[src/rtl/ysyx_22040127_decode_if.sv]
// Fetch-to-decode, decode-to-execute and writeback signals of the decode stage.
// The decode stage is the slave; the fetch/execute/writeback side is the master.
interface ysyx_22040127_decode_if;
  logic        in_valid;
  logic        in_ready;
  logic [31:0] instruction;
  logic [63:0] pc;
  logic        out_valid;
  logic        out_ready;
  logic [31:0] inst_out;
  logic [63:0] src0;
  logic [63:0] src1;
  logic [63:0] imm;
  logic [63:0] store_data;
  logic [2:0]  inst_type;
  logic [4:0]  rd;
  logic        wb_en;
  logic [4:0]  wb_rd;
  logic [63:0] wb_data;

  modport slave (
    input  in_valid, instruction, pc, out_ready, wb_en, wb_rd, wb_data,
    output in_ready, out_valid, inst_out, src0, src1, imm, store_data, inst_type, rd
  );

  modport master (
    output in_valid, instruction, pc, out_ready, wb_en, wb_rd, wb_data,
    input  in_ready, out_valid, inst_out, src0, src1, imm, store_data, inst_type, rd
  );
endinterface

[src/rtl/ysyx_22040127_decode.sv]
// RV64I decode/operand-fetch stage with a single-entry output register and the 32x64 register file.
// Optional feature: YSYX_22040127_BYPASS_EN forwards a same-edge writeback into the captured operands.
module ysyx_22040127_decode (
   input logic                       clk,
   input logic                       rst,
   ysyx_22040127_decode_if.slave     bus
);

   localparam logic [2:0] TY_I = 3'd0, TY_U = 3'd1, TY_S = 3'd2, TY_J = 3'd3,
                          TY_R = 3'd4, TY_B = 3'd5, TY_X = 3'd7;

   logic [63:0] r_rf [32];
   logic        r_out_valid;
   logic [31:0] r_inst;
   logic [63:0] r_src0, r_src1, r_imm, r_sd;
   logic [2:0]  r_type;
   logic [4:0]  r_rd;

   logic [31:0] w_in;
   logic [6:0]  w_op;
   logic [4:0]  w_rs1, w_rs2;
   logic [2:0]  w_type;
   logic [63:0] w_imm, w_x1, w_x2, w_src0, w_src1, w_sd;
   logic [4:0]  w_rd;
   logic        w_cap;

   assign w_in  = bus.instruction;
   assign w_op  = w_in[6:0];
   assign w_rs1 = w_in[19:15];
   assign w_rs2 = w_in[24:20];
   assign w_cap = bus.in_valid && bus.in_ready;

`ifdef YSYX_22040127_BYPASS_EN
   assign w_x1 = (w_rs1 == 5'd0) ? 64'd0 :
                 (bus.wb_en && bus.wb_rd == w_rs1) ? bus.wb_data : r_rf[w_rs1];
   assign w_x2 = (w_rs2 == 5'd0) ? 64'd0 :
                 (bus.wb_en && bus.wb_rd == w_rs2) ? bus.wb_data : r_rf[w_rs2];
`else
   assign w_x1 = (w_rs1 == 5'd0) ? 64'd0 : r_rf[w_rs1];
   assign w_x2 = (w_rs2 == 5'd0) ? 64'd0 : r_rf[w_rs2];
`endif

   always_comb begin
      w_type = TY_X;
      case (w_op)
         7'b0010011, 7'b0011011, 7'b0000011, 7'b1100111, 7'b1110011: w_type = TY_I;
         7'b0110111, 7'b0010111: w_type = TY_U;
         7'b0100011:             w_type = TY_S;
         7'b1101111:             w_type = TY_J;
         7'b0110011, 7'b0111011: w_type = TY_R;
         7'b1100011:             w_type = TY_B;
         default:                w_type = TY_X;
      endcase
   end

   always_comb begin
      w_imm = 64'd0;
      case (w_type)
         TY_I: w_imm = {{52{w_in[31]}}, w_in[31:20]};
         TY_S: w_imm = {{52{w_in[31]}}, w_in[31:25], w_in[11:7]};
         TY_B: w_imm = {{51{w_in[31]}}, w_in[31], w_in[7], w_in[30:25], w_in[11:8], 1'b0};
         TY_U: w_imm = {{32{w_in[31]}}, w_in[31:12], 12'd0};
         TY_J: w_imm = {{43{w_in[31]}}, w_in[31], w_in[19:12], w_in[20], w_in[30:21], 1'b0};
         default: w_imm = 64'd0;
      endcase
   end

   // LUI and AUIPC share the U type; only AUIPC takes pc as its base.
   always_comb begin
      w_src0 = 64'd0;
      w_src1 = 64'd0;
      w_sd   = 64'd0;
      w_rd   = w_in[11:7];
      case (w_type)
         TY_I:       begin w_src0 = w_x1; w_src1 = w_imm; end
         TY_S:       begin w_src0 = w_x1; w_src1 = w_imm; w_sd = w_x2; w_rd = 5'd0; end
         TY_B:       begin w_src0 = w_x1; w_src1 = w_x2; w_rd = 5'd0; end
         TY_R:       begin w_src0 = w_x1; w_src1 = w_x2; end
         TY_U:       begin w_src0 = (w_op == 7'b0010111) ? bus.pc : 64'd0; w_src1 = w_imm; end
         TY_J:       begin w_src0 = bus.pc; w_src1 = w_imm; end
         default:    w_rd = 5'd0;
      endcase
   end

   always_ff @(posedge clk or negedge rst) begin
      if (!rst) begin
         for (int i = 0; i < 32; i++) r_rf[i] <= 64'd0;
      end else if (bus.wb_en && bus.wb_rd != 5'd0) begin
         r_rf[bus.wb_rd] <= bus.wb_data;
      end
   end

   always_ff @(posedge clk or negedge rst) begin
      if (!rst) begin
         r_out_valid <= 1'b0;
         r_inst      <= 32'd0;
         r_src0      <= 64'd0;
         r_src1      <= 64'd0;
         r_imm       <= 64'd0;
         r_sd        <= 64'd0;
         r_type      <= 3'd0;
         r_rd        <= 5'd0;
      end else if (w_cap) begin
         r_out_valid <= 1'b1;
         r_inst      <= w_in;
         r_src0      <= w_src0;
         r_src1      <= w_src1;
         r_imm       <= w_imm;
         r_sd        <= w_sd;
         r_type      <= w_type;
         r_rd        <= w_rd;
      end else if (bus.out_ready) begin
         r_out_valid <= 1'b0;
      end
   end

   assign bus.in_ready   = !r_out_valid || bus.out_ready;
   assign bus.out_valid  = r_out_valid;
   assign bus.inst_out   = r_inst;
   assign bus.src0       = r_src0;
   assign bus.src1       = r_src1;
   assign bus.imm        = r_imm;
   assign bus.store_data = r_sd;
   assign bus.inst_type  = r_type;
   assign bus.rd         = r_rd;

endmodule

[src/flat_wrapper.sv]
// flat-port wrapper written by rule: the top's interface ports become plain ports
module ysyx_22040127_decode_flat 
  (clk, rst, bus_in_valid, bus_instruction, bus_pc, bus_out_ready, bus_wb_en, bus_wb_rd, bus_wb_data, bus_in_ready, bus_out_valid, bus_inst_out, bus_src0, bus_src1, bus_imm, bus_store_data, bus_inst_type, bus_rd);
  ysyx_22040127_decode_if bus_i ();
  input logic clk;
  input logic rst;
  input wire logic [$bits(bus_i.in_valid)-1:0] bus_in_valid;
  input wire logic [$bits(bus_i.instruction)-1:0] bus_instruction;
  input wire logic [$bits(bus_i.pc)-1:0] bus_pc;
  input wire logic [$bits(bus_i.out_ready)-1:0] bus_out_ready;
  input wire logic [$bits(bus_i.wb_en)-1:0] bus_wb_en;
  input wire logic [$bits(bus_i.wb_rd)-1:0] bus_wb_rd;
  input wire logic [$bits(bus_i.wb_data)-1:0] bus_wb_data;
  output wire logic [$bits(bus_i.in_ready)-1:0] bus_in_ready;
  output wire logic [$bits(bus_i.out_valid)-1:0] bus_out_valid;
  output wire logic [$bits(bus_i.inst_out)-1:0] bus_inst_out;
  output wire logic [$bits(bus_i.src0)-1:0] bus_src0;
  output wire logic [$bits(bus_i.src1)-1:0] bus_src1;
  output wire logic [$bits(bus_i.imm)-1:0] bus_imm;
  output wire logic [$bits(bus_i.store_data)-1:0] bus_store_data;
  output wire logic [$bits(bus_i.inst_type)-1:0] bus_inst_type;
  output wire logic [$bits(bus_i.rd)-1:0] bus_rd;
  assign bus_i.in_valid = bus_in_valid;
  assign bus_i.instruction = bus_instruction;
  assign bus_i.pc = bus_pc;
  assign bus_i.out_ready = bus_out_ready;
  assign bus_i.wb_en = bus_wb_en;
  assign bus_i.wb_rd = bus_wb_rd;
  assign bus_i.wb_data = bus_wb_data;
  assign bus_in_ready = bus_i.in_ready;
  assign bus_out_valid = bus_i.out_valid;
  assign bus_inst_out = bus_i.inst_out;
  assign bus_src0 = bus_i.src0;
  assign bus_src1 = bus_i.src1;
  assign bus_imm = bus_i.imm;
  assign bus_store_data = bus_i.store_data;
  assign bus_inst_type = bus_i.inst_type;
  assign bus_rd = bus_i.rd;
  ysyx_22040127_decode u_core (.clk(clk), .rst(rst), .bus(bus_i));
endmodule
[config.mk]
export PLATFORM = sky130hd
export DESIGN_NAME = ysyx_22040127_decode_flat
export DESIGN_NICKNAME = d
export VERILOG_FILES = /design/src/rtl/ysyx_22040127_decode_if.sv /design/src/rtl/ysyx_22040127_decode.sv /design/src/flat_wrapper.sv
export SDC_FILE = /design/constraint.sdc
export NUM_CORES = 2
export LEC_CHECK = 0
export CAP_MARGIN = 10
export CORE_MARGIN = 2
export CORE_UTILIZATION = 39
export DETAILED_ROUTE_END_ITERATION = 10
export SYNTH_ARGS = -nofsm -noshare
export SYNTH_HDL_FRONTEND = slang
export SYNTH_SLANG_ARGS = --single-unit
[constraint.sdc]
create_clock -name clk -period 2.8 [get_ports clk]
set_input_delay 0.84 -clock clk [delete_from_list [all_inputs] [get_ports clk]]
set_output_delay 0.84 -clock clk [all_outputs]
set_load 0.02 [all_outputs]
==> flow_metrics.env <==
export IMPL_drv_slew=0
export IMPL_cp_arrival_ns=3.50
export IMPL_routedWlPerCell_um=34.5
export IMPL_cp_start_kind="primary input"
export IMPL_worstMarginPinSlew_ns=0.861
export IMPL_pre_cts_slack_ns=-0.761
export IMPL_avgSynthCellArea_um2=14.4
export IMPL_finalHoldViolCount=0
export IMPL_postRouteAntennaNets=0
export IMPL_place_inst=13000
export IMPL_p_leak_uw=0.0655
export IMPL_path_class="in -> reg"
export IMPL_synth_seq_cells=2313
export IMPL_post_cts_buffers=0
export IMPL_min_period_over_period=0.991
export IMPL_cts_path_max_buffers=4
export IMPL_postPlaceCellArea_um2=139000
export IMPL_fin_area_um2=148000
export IMPL_async_flop_share=1.00
export IMPL_synth_cell_types=75
export IMPL_cts_made_buffers=267
export IMPL_grt_pass1_wl_um=663000
export IMPL_worstReg2RegEnd="u_core.bus.src0[55]"
export IMPL_max_freq_mhz=360
export IMPL_fin_cells=13500
export IMPL_antenna_found_initial=29
export IMPL_fin_ws_ns=0.0250
export IMPL_ys_seq_area_frac=0.487
export IMPL_fp_dieW_um=556
export IMPL_r2r_cells=7
export IMPL_drt_wl_total_um=465000
export IMPL_top_usage_layer="met2"
export IMPL_drcViolationCount=0
export IMPL_grt_usage=0.298
export IMPL_r2r_setup_slack_ns=0.20
export IMPL_p_total_uw=100000
export IMPL_grt_ovfl_total=0
export IMPL_setup_worst_path_end_class="flip-flop"
export IMPL_ir_drop_v=0.000469
export IMPL_status="finished, final reports clean"
export IMPL_cts_sinks=2313
export IMPL_path_max_fanout=14
export IMPL_core_rowCount=202
export IMPL_grtUsageMet1=0.393
export IMPL_holdCritPathClass="in -> async"
export IMPL_netlist_area_um2=119000
export IMPL_initial_core_util=0.392
export IMPL_portBuffers=467
export IMPL_fp_dieH_um=556
export IMPL_area_delta_synth_final_pct=24.2
export IMPL_skew_ns=0.0457
export IMPL_path_clk_slew_ns=0.06
export IMPL_clk_latency_ns=0.88
export IMPL_synth_ff_type="dfrtp_1"
export IMPL_cts_htree_levels=5
export IMPL_grt_pass1_vias=87000
export IMPL_finalNetCount=9475
export IMPL_layout_drive_gt1_share=0.485
export IMPL_max_slew_margin_rel=0.426
export IMPL_cts_tree="done"
export IMPL_final_core_util=0.487
export IMPL_drtPass1Iterations=7
export IMPL_synth_edff_count=0
export IMPL_num_vias=84900
export IMPL_yosys_warnings=0
export IMPL_syn_nets=8434
export IMPL_place_congestion=0.906
export IMPL_p_per_area_nw_per_um2=679
export IMPL_period_minus_slack_ns=2.78
export IMPL_met3_usage=0.0586
export IMPL_ioPinCount=468
export IMPL_critical_path_required_ns=3.52
export IMPL_vias_per_cell=6.29
export IMPL_finalSetupViolCount=0
export IMPL_place_hpwl_um=330000
export IMPL_grt_setup_unrepaired="no"
export IMPL_grt_max_degree=147
export IMPL_synth_cells=8264
export IMPL_use_met2=0.465
export IMPL_clockRootBuffer="clkbuf_16"
export IMPL_max_cap_violations=0
export IMPL_die_area_um2=309000
export IMPL_timing_rr_start="u_core.bus.out_valid"
export IMPL_core_area_um2=303000
export IMPL_drt_iter0_drc=9728
-- worst max-delay path, cell delays in order --
cell      delay (ns)
buf_2           0.22
buf_4           0.24
and3b_2         0.34
buf_4           0.36
a22o_1          0.29
a31oi_1         0.38
buf_4           0.21
nand2b_1        0.16
o311ai_0        0.17
o22a_1          0.21
-- timing repair --
| action | in CTS | in global routing |
|---|---|---|
| gates resized for setup | 97 | 1 |
| endpoints found under the setup margin | 85 | 1 |
| pin swaps | 0 | 0 |
| endpoints found under the hold margin | 0 | 0 |
| hold buffers | 0 | 0 |
-- layout by cell type (no fill, tap or decap), types with 15 or more instances in the layout --
master / n
a22oi_1: 199
a221oi_1: 26
nor2_4: 18
dfrtp_1: 2302
nand3_1: 70
o21ai_0: 83
nor2_1: 103
buf_4: 857
a221o_1: 36
mux4_2: 824
nand2b_1: 15
nand2_1: 337
a21oi_1: 146
a21o_1: 20
clkbuf_16: 273
clkbuf_1: 56
dlygate4sd2_1: 84
nand4_1: 21
a211oi_1: 74
nor3_1: 22
mux2i_1: 489
a22o_1: 76
clkinv_2: 31
bufinv_16: 19
mux2_2: 2034
buf_12: 387
o22ai_1: 74
nor2b_1: 73
a222oi_1: 56
clkdlybuf4s50_1: 371
clkbuf_8: 60
a211o_1: 15
-- worst max-delay path by stage --
stage                                    startpoint                  end  slack, ns  cells after the start
after floorplan                 bus_instruction[15]  u_core.bus.src0[10]     -0.009                      8
after global placement          bus_instruction[20]  u_core.bus.src1[60]      -0.72                     11
after detailed placement        bus_instruction[20]  u_core.bus.src1[60]      -0.76                     11
after CTS                 u_core.bus.store_data[29]   bus_store_data[29]     0.0003                      1
after global routing            u_core.bus.src0[46]         bus_src0[46]     0.0005                      1
final                           bus_instruction[24]  u_core.bus.src1[13]       0.02                     10
-- power breakdown --
part	leakage, uW	total (uW)	internal [uW]	switching [uW]
clock network	0.00435	36000	21300	14700
registers	0.0299	44000	39200	4740
logic	0.0313	20200	11600	8540
total	0.0655	100000	72200	28000
-- cell type report --
type | instances | area, um2
clock inverters | 75 | 977
flip-flops and latches | 2313 | 57900
diodes | 13 | 32.5
multi-input cells | 5007 | 57000
fillers | 25900 | 155000
clock buffers | 389 | 7870
well taps | 3978 | 4980
inverters | 6 | 22.5
repair buffers | 1710 | 18800
-- Yosys cell counts, drive strengths merged, types with 3 or more instances --
cell,number,area share
nand4b,10,0.00079
nor4,10,0.00058
a211oi,76,0.0049
nor2b,81,0.0043
clkbuf,643,0.020
a31oi,14,0.00074
and4,13,0.00096
dfrtp,2313,0.49
mux4,832,0.16
buf,295,0.016
a222oi,56,0.0047
a22o,76,0.0056
a211o,15,0.0011
o221ai,14,0.0010
a21o,20,0.0013
o22ai,74,0.0039
and2,12,0.00063
a221o,36,0.0030
mux2,2034,0.19
or2,4,0.00021
a32oi,5,0.00037
o21a,4,0.00025
nor3,31,0.0016
nor2,124,0.0039
mux2i,489,0.041
nand4,21,0.0011
inv,6,0.00019
nor3b,3,0.00019
o211ai,11,0.00070
nand2,351,0.011
o21ai,85,0.0036
nand2b,16,0.00084
o31ai,5,0.00036
and3,12,0.00063
o32ai,3,0.00022
a221oi,26,0.0019
o22a,3,0.00022
a22oi,199,0.013
nand3,71,0.0030
a21oi,147,0.0063
-- metal layers --
metal,share of wire,vias up
li1,-,33700
met4,0.060,10
met3,0.081,1045
met1,0.40,45700
met2,0.46,4450
met5,0.00015,-
-- through the flow --
stage,hold slack [ns],setup TNS (ns)
after detailed placement,0.363,-480.73
final,0.161,0
after global routing,0.164,0
after floorplan,0.425,-0.152
after global placement,0.360,-459.69
after CTS,0.140,0
-- registers in the layout, indices dropped and copies added (netlist names) --
signal,flops
u_core.bus.src0,64
u_core.bus.out_valid,1
u_core.bus.inst_type,3
u_core.r_rf,2048
u_core.bus.imm,32
u_core.bus.store_data,64
u_core.bus.inst_out,32
u_core.bus.src1,64
u_core.bus.rd,5
-- cell families after synthesis --
logic type	synth area share
flops	0.487
buf+inv	0.0361
xor+xnor	0.0000738
mux	0.392
simple gates	0.0306
compound gates	0.0537
Note: power is estimated with default switching activity, not from simulation.
